**config.mk**
```make
export PLATFORM = sky130hd
export DESIGN_NAME = piso_shifter_flat
export DESIGN_NICKNAME = d
export VERILOG_FILES = /design/src/rtl/shifter_pkg.sv /design/src/rtl/piso_shifter_if.sv /design/src/rtl/piso_shifter_bit_counter.sv /design/src/rtl/piso_shifter.sv /design/src/flat_wrapper.sv
export SDC_FILE = /design/constraint.sdc
export NUM_CORES = 1
export LEC_CHECK = 0
export CAP_MARGIN = 10
export CELL_PAD_IN_SITES_DETAIL_PLACEMENT = 0
export CELL_PAD_IN_SITES_GLOBAL_PLACEMENT = 1
export CORE_UTILIZATION = 40
export CTS_BUF_LIST = sky130_fd_sc_hd__clkbuf_16
export CTS_CLUSTER_SIZE = 16
export DETAILED_ROUTE_END_ITERATION = 12
export HOLD_SLACK_MARGIN = 0.02
export PLACE_DENSITY_LB_ADDON = 0.1
export SLEW_MARGIN = 20
export SYNTH_ARGS = -nofsm -noshare
export SYNTH_HDL_FRONTEND = slang
export SYNTH_HIERARCHICAL = 1
export SYNTH_SLANG_ARGS = --single-unit
```
**constraint.sdc**
```tcl
create_clock -name clk -period 4.25 [get_ports clk]
set_clock_uncertainty 0.15 [all_clocks]
set_input_delay 0.85 -clock clk [delete_from_list [all_inputs] [get_ports clk]]
set_output_delay 0.85 -clock clk [all_outputs]
set_load 0.05 [all_outputs]
```
**src/rtl/shifter_pkg.sv**
```systemverilog
// Shared constants for the PISO shifter slice.
//   ST_IDLE / ST_SHIFT : FSM state encodings
//   DATA_W             : default parallel word width
//   state_e            : typed FSM state built on the encodings above
package shifter_pkg;

  localparam logic ST_IDLE  = 1'b0;
  localparam logic ST_SHIFT = 1'b1;

  localparam int unsigned DATA_W = 8;

  typedef enum logic {
    StIdle  = ST_IDLE,
    StShift = ST_SHIFT
  } state_e;

endpackage

```
**src/rtl/piso_shifter_if.sv**
```systemverilog
// Load/shift handshake bundle between a word producer and the PISO shifter.
//   en        : load strobe (producer -> shifter)
//   d         : parallel word (producer -> shifter)
//   shift_en  : advance strobe (consumer -> shifter)
//   ready     : shifter idle, a load will be accepted
//   sdo       : current serial bit, 0 when sdo_valid is low
//   sdo_valid : sdo carries a bit of the current word
//   done      : one-cycle pulse after the final bit is consumed
interface piso_shifter_if
  import shifter_pkg::*;
#(
  parameter int unsigned WIDTH = DATA_W
);

  logic             en;
  logic [WIDTH-1:0] d;
  logic             shift_en;
  logic             ready;
  logic             sdo;
  logic             sdo_valid;
  logic             done;

  modport master (
    output en, d, shift_en,
    input  ready, sdo, sdo_valid, done
  );

  modport slave (
    input  en, d, shift_en,
    output ready, sdo, sdo_valid, done
  );

endinterface

```
**src/rtl/piso_shifter_bit_counter.sv**
```systemverilog
// Down-counter tracking how many bits of the current word remain on the line.
//   clk   : rising-edge clock
//   reset : asynchronous active-low reset
//   load  : set count to MaxCount
//   dec   : decrement by one (ignored at zero, so the counter never wraps)
//   last  : count == 1, i.e. the bit now on the line is the final one
module bit_counter
  import shifter_pkg::*;
#(
  parameter int unsigned MaxCount = DATA_W,
  parameter int unsigned CntW     = $clog2(MaxCount + 1)
) (
  input  logic clk,
  input  logic reset,
  input  logic load,
  input  logic dec,
  output logic last
);

  localparam logic [CntW-1:0] LoadVal = CntW'(MaxCount);
  localparam logic [CntW-1:0] One     = CntW'(1);

  logic [CntW-1:0] count_q, count_d;

  always_comb begin
    count_d = count_q;
    if (load) begin
      count_d = LoadVal;
    end else if (dec && (count_q != '0)) begin
      count_d = count_q - One;
    end
  end

  always_ff @(posedge clk or negedge reset) begin
    if (!reset) begin
      count_q <= '0;
    end else begin
      count_q <= count_d;
    end
  end

  assign last = (count_q == One);

endmodule

```
**src/rtl/piso_shifter.sv**
```systemverilog
// Parallel-in/serial-out shifter: captures a word on en while idle, then
// presents it one bit at a time on sdo, advancing on each shift_en.
//   clk       : rising-edge clock
//   reset     : asynchronous active-low reset
//   bus       : piso_shifter_if slave (en, d, shift_en in; ready, sdo,
//               sdo_valid, done out)
// Parameters: WIDTH (>= 2) word width; LSB_FIRST selects the shift direction.
// Every output is decoded from registers only.
module piso_shifter
  import shifter_pkg::*;
#(
  parameter int unsigned WIDTH     = DATA_W,
  parameter bit          LSB_FIRST = 1'b1
) (
  input  logic           clk,
  input  logic           reset,
  piso_shifter_if.slave  bus
);

  // Bit presented on sdo: the end of the register the word drains from.
  localparam int unsigned OutIdx = LSB_FIRST ? 0 : WIDTH - 1;

  state_e           state_q, state_d;
  logic [WIDTH-1:0] shreg_q, shreg_d;
  logic             done_q, done_d;
  logic             cnt_load, cnt_dec, cnt_last;

  bit_counter #(
    .MaxCount (WIDTH)
  ) u_bit_counter (
    .clk   (clk),
    .reset (reset),
    .load  (cnt_load),
    .dec   (cnt_dec),
    .last  (cnt_last)
  );

  // State register
  always_ff @(posedge clk or negedge reset) begin
    if (!reset) begin
      state_q <= StIdle;
      shreg_q <= '0;
      done_q  <= 1'b0;
    end else begin
      state_q <= state_d;
      shreg_q <= shreg_d;
      done_q  <= done_d;
    end
  end

  // Next-state logic
  always_comb begin
    state_d  = state_q;
    shreg_d  = shreg_q;
    done_d   = 1'b0;
    cnt_load = 1'b0;
    cnt_dec  = 1'b0;
    case (state_q)
      StIdle: begin
        if (bus.en) begin
          shreg_d  = bus.d;
          cnt_load = 1'b1;
          state_d  = StShift;
        end
      end
      StShift: begin
        // en/d are deliberately ignored here: a word is never aborted.
        if (bus.shift_en) begin
          cnt_dec = 1'b1;
          shreg_d = LSB_FIRST ? (shreg_q >> 1) : (shreg_q << 1);
          if (cnt_last) begin
            state_d = StIdle;
            done_d  = 1'b1;
          end
        end
      end
      default: state_d = StIdle;
    endcase
  end

  // Output decode
  always_comb begin
    bus.ready     = (state_q == StIdle);
    bus.sdo_valid = (state_q == StShift);
    bus.sdo       = (state_q == StShift) ? shreg_q[OutIdx] : 1'b0;
    bus.done      = done_q;
  end

endmodule

```
**src/flat_wrapper.sv**
```systemverilog
// flat-port wrapper written by rule: the top's interface ports become plain ports
module piso_shifter_flat import shifter_pkg::*;
#(
  parameter int unsigned WIDTH     = DATA_W,
  parameter bit          LSB_FIRST = 1'b1
)
  (clk, reset, bus_en, bus_d, bus_shift_en, bus_ready, bus_sdo, bus_sdo_valid, bus_done);
  piso_shifter_if #(.WIDTH(WIDTH)) bus_i ();
  input  logic clk;
  input  logic reset;
  input wire logic [$bits(bus_i.en)-1:0] bus_en;
  input wire logic [$bits(bus_i.d)-1:0] bus_d;
  input wire logic [$bits(bus_i.shift_en)-1:0] bus_shift_en;
  output wire logic [$bits(bus_i.ready)-1:0] bus_ready;
  output wire logic [$bits(bus_i.sdo)-1:0] bus_sdo;
  output wire logic [$bits(bus_i.sdo_valid)-1:0] bus_sdo_valid;
  output wire logic [$bits(bus_i.done)-1:0] bus_done;
  assign bus_i.en = bus_en;
  assign bus_i.d = bus_d;
  assign bus_i.shift_en = bus_shift_en;
  assign bus_ready = bus_i.ready;
  assign bus_sdo = bus_i.sdo;
  assign bus_sdo_valid = bus_i.sdo_valid;
  assign bus_done = bus_i.done;
  piso_shifter #(.WIDTH(WIDTH), .LSB_FIRST(LSB_FIRST)) u_core (.clk(clk), .reset(reset), .bus(bus_i));
endmodule
```
==> impl_metrics.json <==
{
  "run_status": "complete, no violations",
  "fmax_mhz": 365,
  "setup_viol": 0,
  "drc_errors": 0,
  "postLayoutCoreUtil_pct": 57.5,
  "cts_tree": "built",
  "synthCells": 70,
  "holdBufCountCts": 0,
  "first_global_vias": 498,
  "num_rows": 15,
  "cts_resized": 0,
  "die_x_um": 47.1,
  "ys_warn_count": 6,
  "vias": 537,
  "min_path_type": "register to register",
  "ant_nets": 0,
  "cp.required_ps": 3250,
  "finalHoldViolCount": 0,
  "worst_slack_ps": 1510,
  "grt_use_met1_pct": 18.8,
  "cts_buffers": 3,
  "synthToLayoutAreaGrowth_pct": 28.6,
  "ys_seq_area_share_pct": 43.0,
  "grt_overflow": 0,
  "p_leak_nw": 0.539,
  "routed_wl_um": 1330,
  "syn_nets": 85,
  "synthTopCellsByArea": "dfrtp_1 (43%), mux2i_1 (25%), ha_1 (4.6%), nor2_1 (3.7%), buf_6 (2.8%)",
  "synthTopCellsByCount": "mux2i_1 (20), dfrtp_1 (14), nor2_1 (8), inv_1 (4)",
  "relSlewSlack_pct": 57.6,
  "vdd_ir_drop_max_v": 0.000460,
  "clk_latency_ps": 240,
  "grt_max_degree": 18,
  "final_layout_size_suffix_gt1_share_pct": 11.6,
  "start_util_pct": 44.7,
  "start_kind": "register",
  "crit_path_end_kind": "output port",
  "critPathKind": "register to output port",
  "dr.pass1.iters": 3,
  "ios": 16,
  "port_buffers": 15,
  "fin_nets": 102,
  "yosys.area.top_type": "dfrtp_1",
  "cts-root-buf": "clkbuf_16",
  "syn-cell-area_um2": 815,
  "yosys.cell_count.top_type": "mux2i_1",
  "arrival_ps": 1740,
  "dp_slack_ps": 1340,
  "finalMaxSlewViolations": 0,
  "min_period_ps": 2740,
  "gr-max-usage-layer": "met2",
  "drtIter0Drc": 4,
  "maxCapViolations": 0,
  "fin_crit_sh_pct": 64.5,
  "place_congestion": 0.742,
  "antenna_found_initial": 0,
  "grt.total_usage_pct": 14.8,
  "dieHeight_um": 47.1,
  "viasPerCell": 4.84,
  "gr-usage-met3_pct": 6.92,
  "power.density_nw_per_um2": 638,
  "htreeDepth": 1,
  "grtUsageMet2_pct": 22.2,
  "instances_no_fill": 111,
  "cts.path.max_buffers": 2,
  "synth_edf_count": 0,
  "postSynthAreaPerCell_um2": 11.6,
  "post-cts-setup-buffer-count": 0,
  "netlist.area_leader.share_pct": 43.0,
  "rsz0062_at_grt": "false",
  "dp_hpwl_um": 921,
  "path_clk_slew_ps": 50,
  "synth_flop_cell": "dfrtp_1",
  "n_antenna_cell": 0,
  "dp_cells": 107,
  "worstPathMaxFanout": 17,
  "fin_tns_setup_ps": 0,
  "dieArea_um2": 2220,
  "core_area_um2": 1820,
  "wl_per_cell_um": 11.9,
  "synthArstFlopShare_pct": 100,
  "tightest_slew_ps": 635,
  "synth-seq-cells": 14,
  "ys_types": 21,
  "cts.sinks": 14,
  "grt_pass1_wl_um": 2190
}
==> cells by family (layout without fill, tap and decap cells) <==
| kind of cell | after synthesis | after routing | share of synthesized area (%) |
|---|---|---|---|
| muxes | 22 | 22 | 27.3 |
| and+or+nand+nor | 16 | 16 | 11.4 |
| DFF | 14 | 14 | 43.0 |
| buffers and inverters | 8 | 24 | 6.14 |
| AOI/OAI and AO/OA | 7 | 7 | 7.53 |
| adders and majority gates | 3 | 3 | 4.61 |
==> state kept, by name, indices dropped and copies added, names as in the netlist <==
name	cells
u_core/bus.done	1
u_core/bus.sdo_valid	1
u_core/shreg_q	8
u_core/u_bit_counter/count_q	4
==> layout make-up <==
cell class                      count  area, um2
Clock buffer                        3       75.1
Tap cell                           25       31.3
Clock inverter                      1       3.75
Inverter                            4       15.0
Multi-Input combinational cell     48        414
Timing Repair Buffer               16        158
Sequential cell                    14        350
Fill cell                         162        773
==> path summary, 6_finish.rpt <==
path                                                start                                          end  slack (ps)  cells past startpoint
max in group asynchronous                           reset                u_core/shreg_q[4]$_DFFE_PN0P_        2690                      1
min in group asynchronous                           reset               u_core/bus.sdo_valid$_DFF_PN0_         860                      1
min reg2reg                 u_core/shreg_q[2]$_DFFE_PN0P_                u_core/shreg_q[2]$_DFFE_PN0P_         380                      1
max                        u_core/bus.sdo_valid$_DFF_PN0_                                      bus_sdo        1510                      3
min                         u_core/shreg_q[2]$_DFFE_PN0P_                u_core/shreg_q[2]$_DFFE_PN0P_         380                      1
max reg2reg                u_core/bus.sdo_valid$_DFF_PN0_  u_core/u_bit_counter/count_q[3]$_DFFE_PN0P_        2470                      4
==> cell usage in the layout, fill, tap and decap left out, drive strengths merged <==
cell            n
o22ai           1
a211oi          2
nor2            8
clkinv          1
clkbuf          3
a211o           1
buf             1
and3            2
nor2b           1
a31o            1
ha              3
and2            3
mux2            2
inv             4
mux2i          20
nand2           1
dfrtp          14
a21boi          1
a221o           1
or4b            1
clkdlybuf4s50  15
==> power breakdown <==
part           switching (W)  internal, W
Sequential         0.0000393     0.000187
Clock              0.0000517     0.000124
Combinational       0.000140     0.000126
==> through the flow <==
stage                     power, W  cell area [um2]  hold WS, ps
after floorplan           0.000431              815          328
after global placement    0.000495              968          353
after detailed placement  0.000496              968          369
after CTS                 0.000675             1050          377
after global routing      0.000719             1050          386
final                     0.000668             1050          376
==> critical path: stages, from the launching register on <==
cell and delay [ps]:
dfrtp_1 310, buf_4 240, and2_1 160, clkdlybuf4s50_1 790
==> metal layers <==
| layer | vias up | share of wire [%] |
|---|---|---|
| met4 | 0 | 0.68 |
| met3 | 2 | 5.2 |
| met2 | 12 | 43 |
| met5 | - | 0 |
| met1 | 246 | 51 |
| li1 | 277 | - |
No activity file was read; power rests on OpenSTA's default activity.
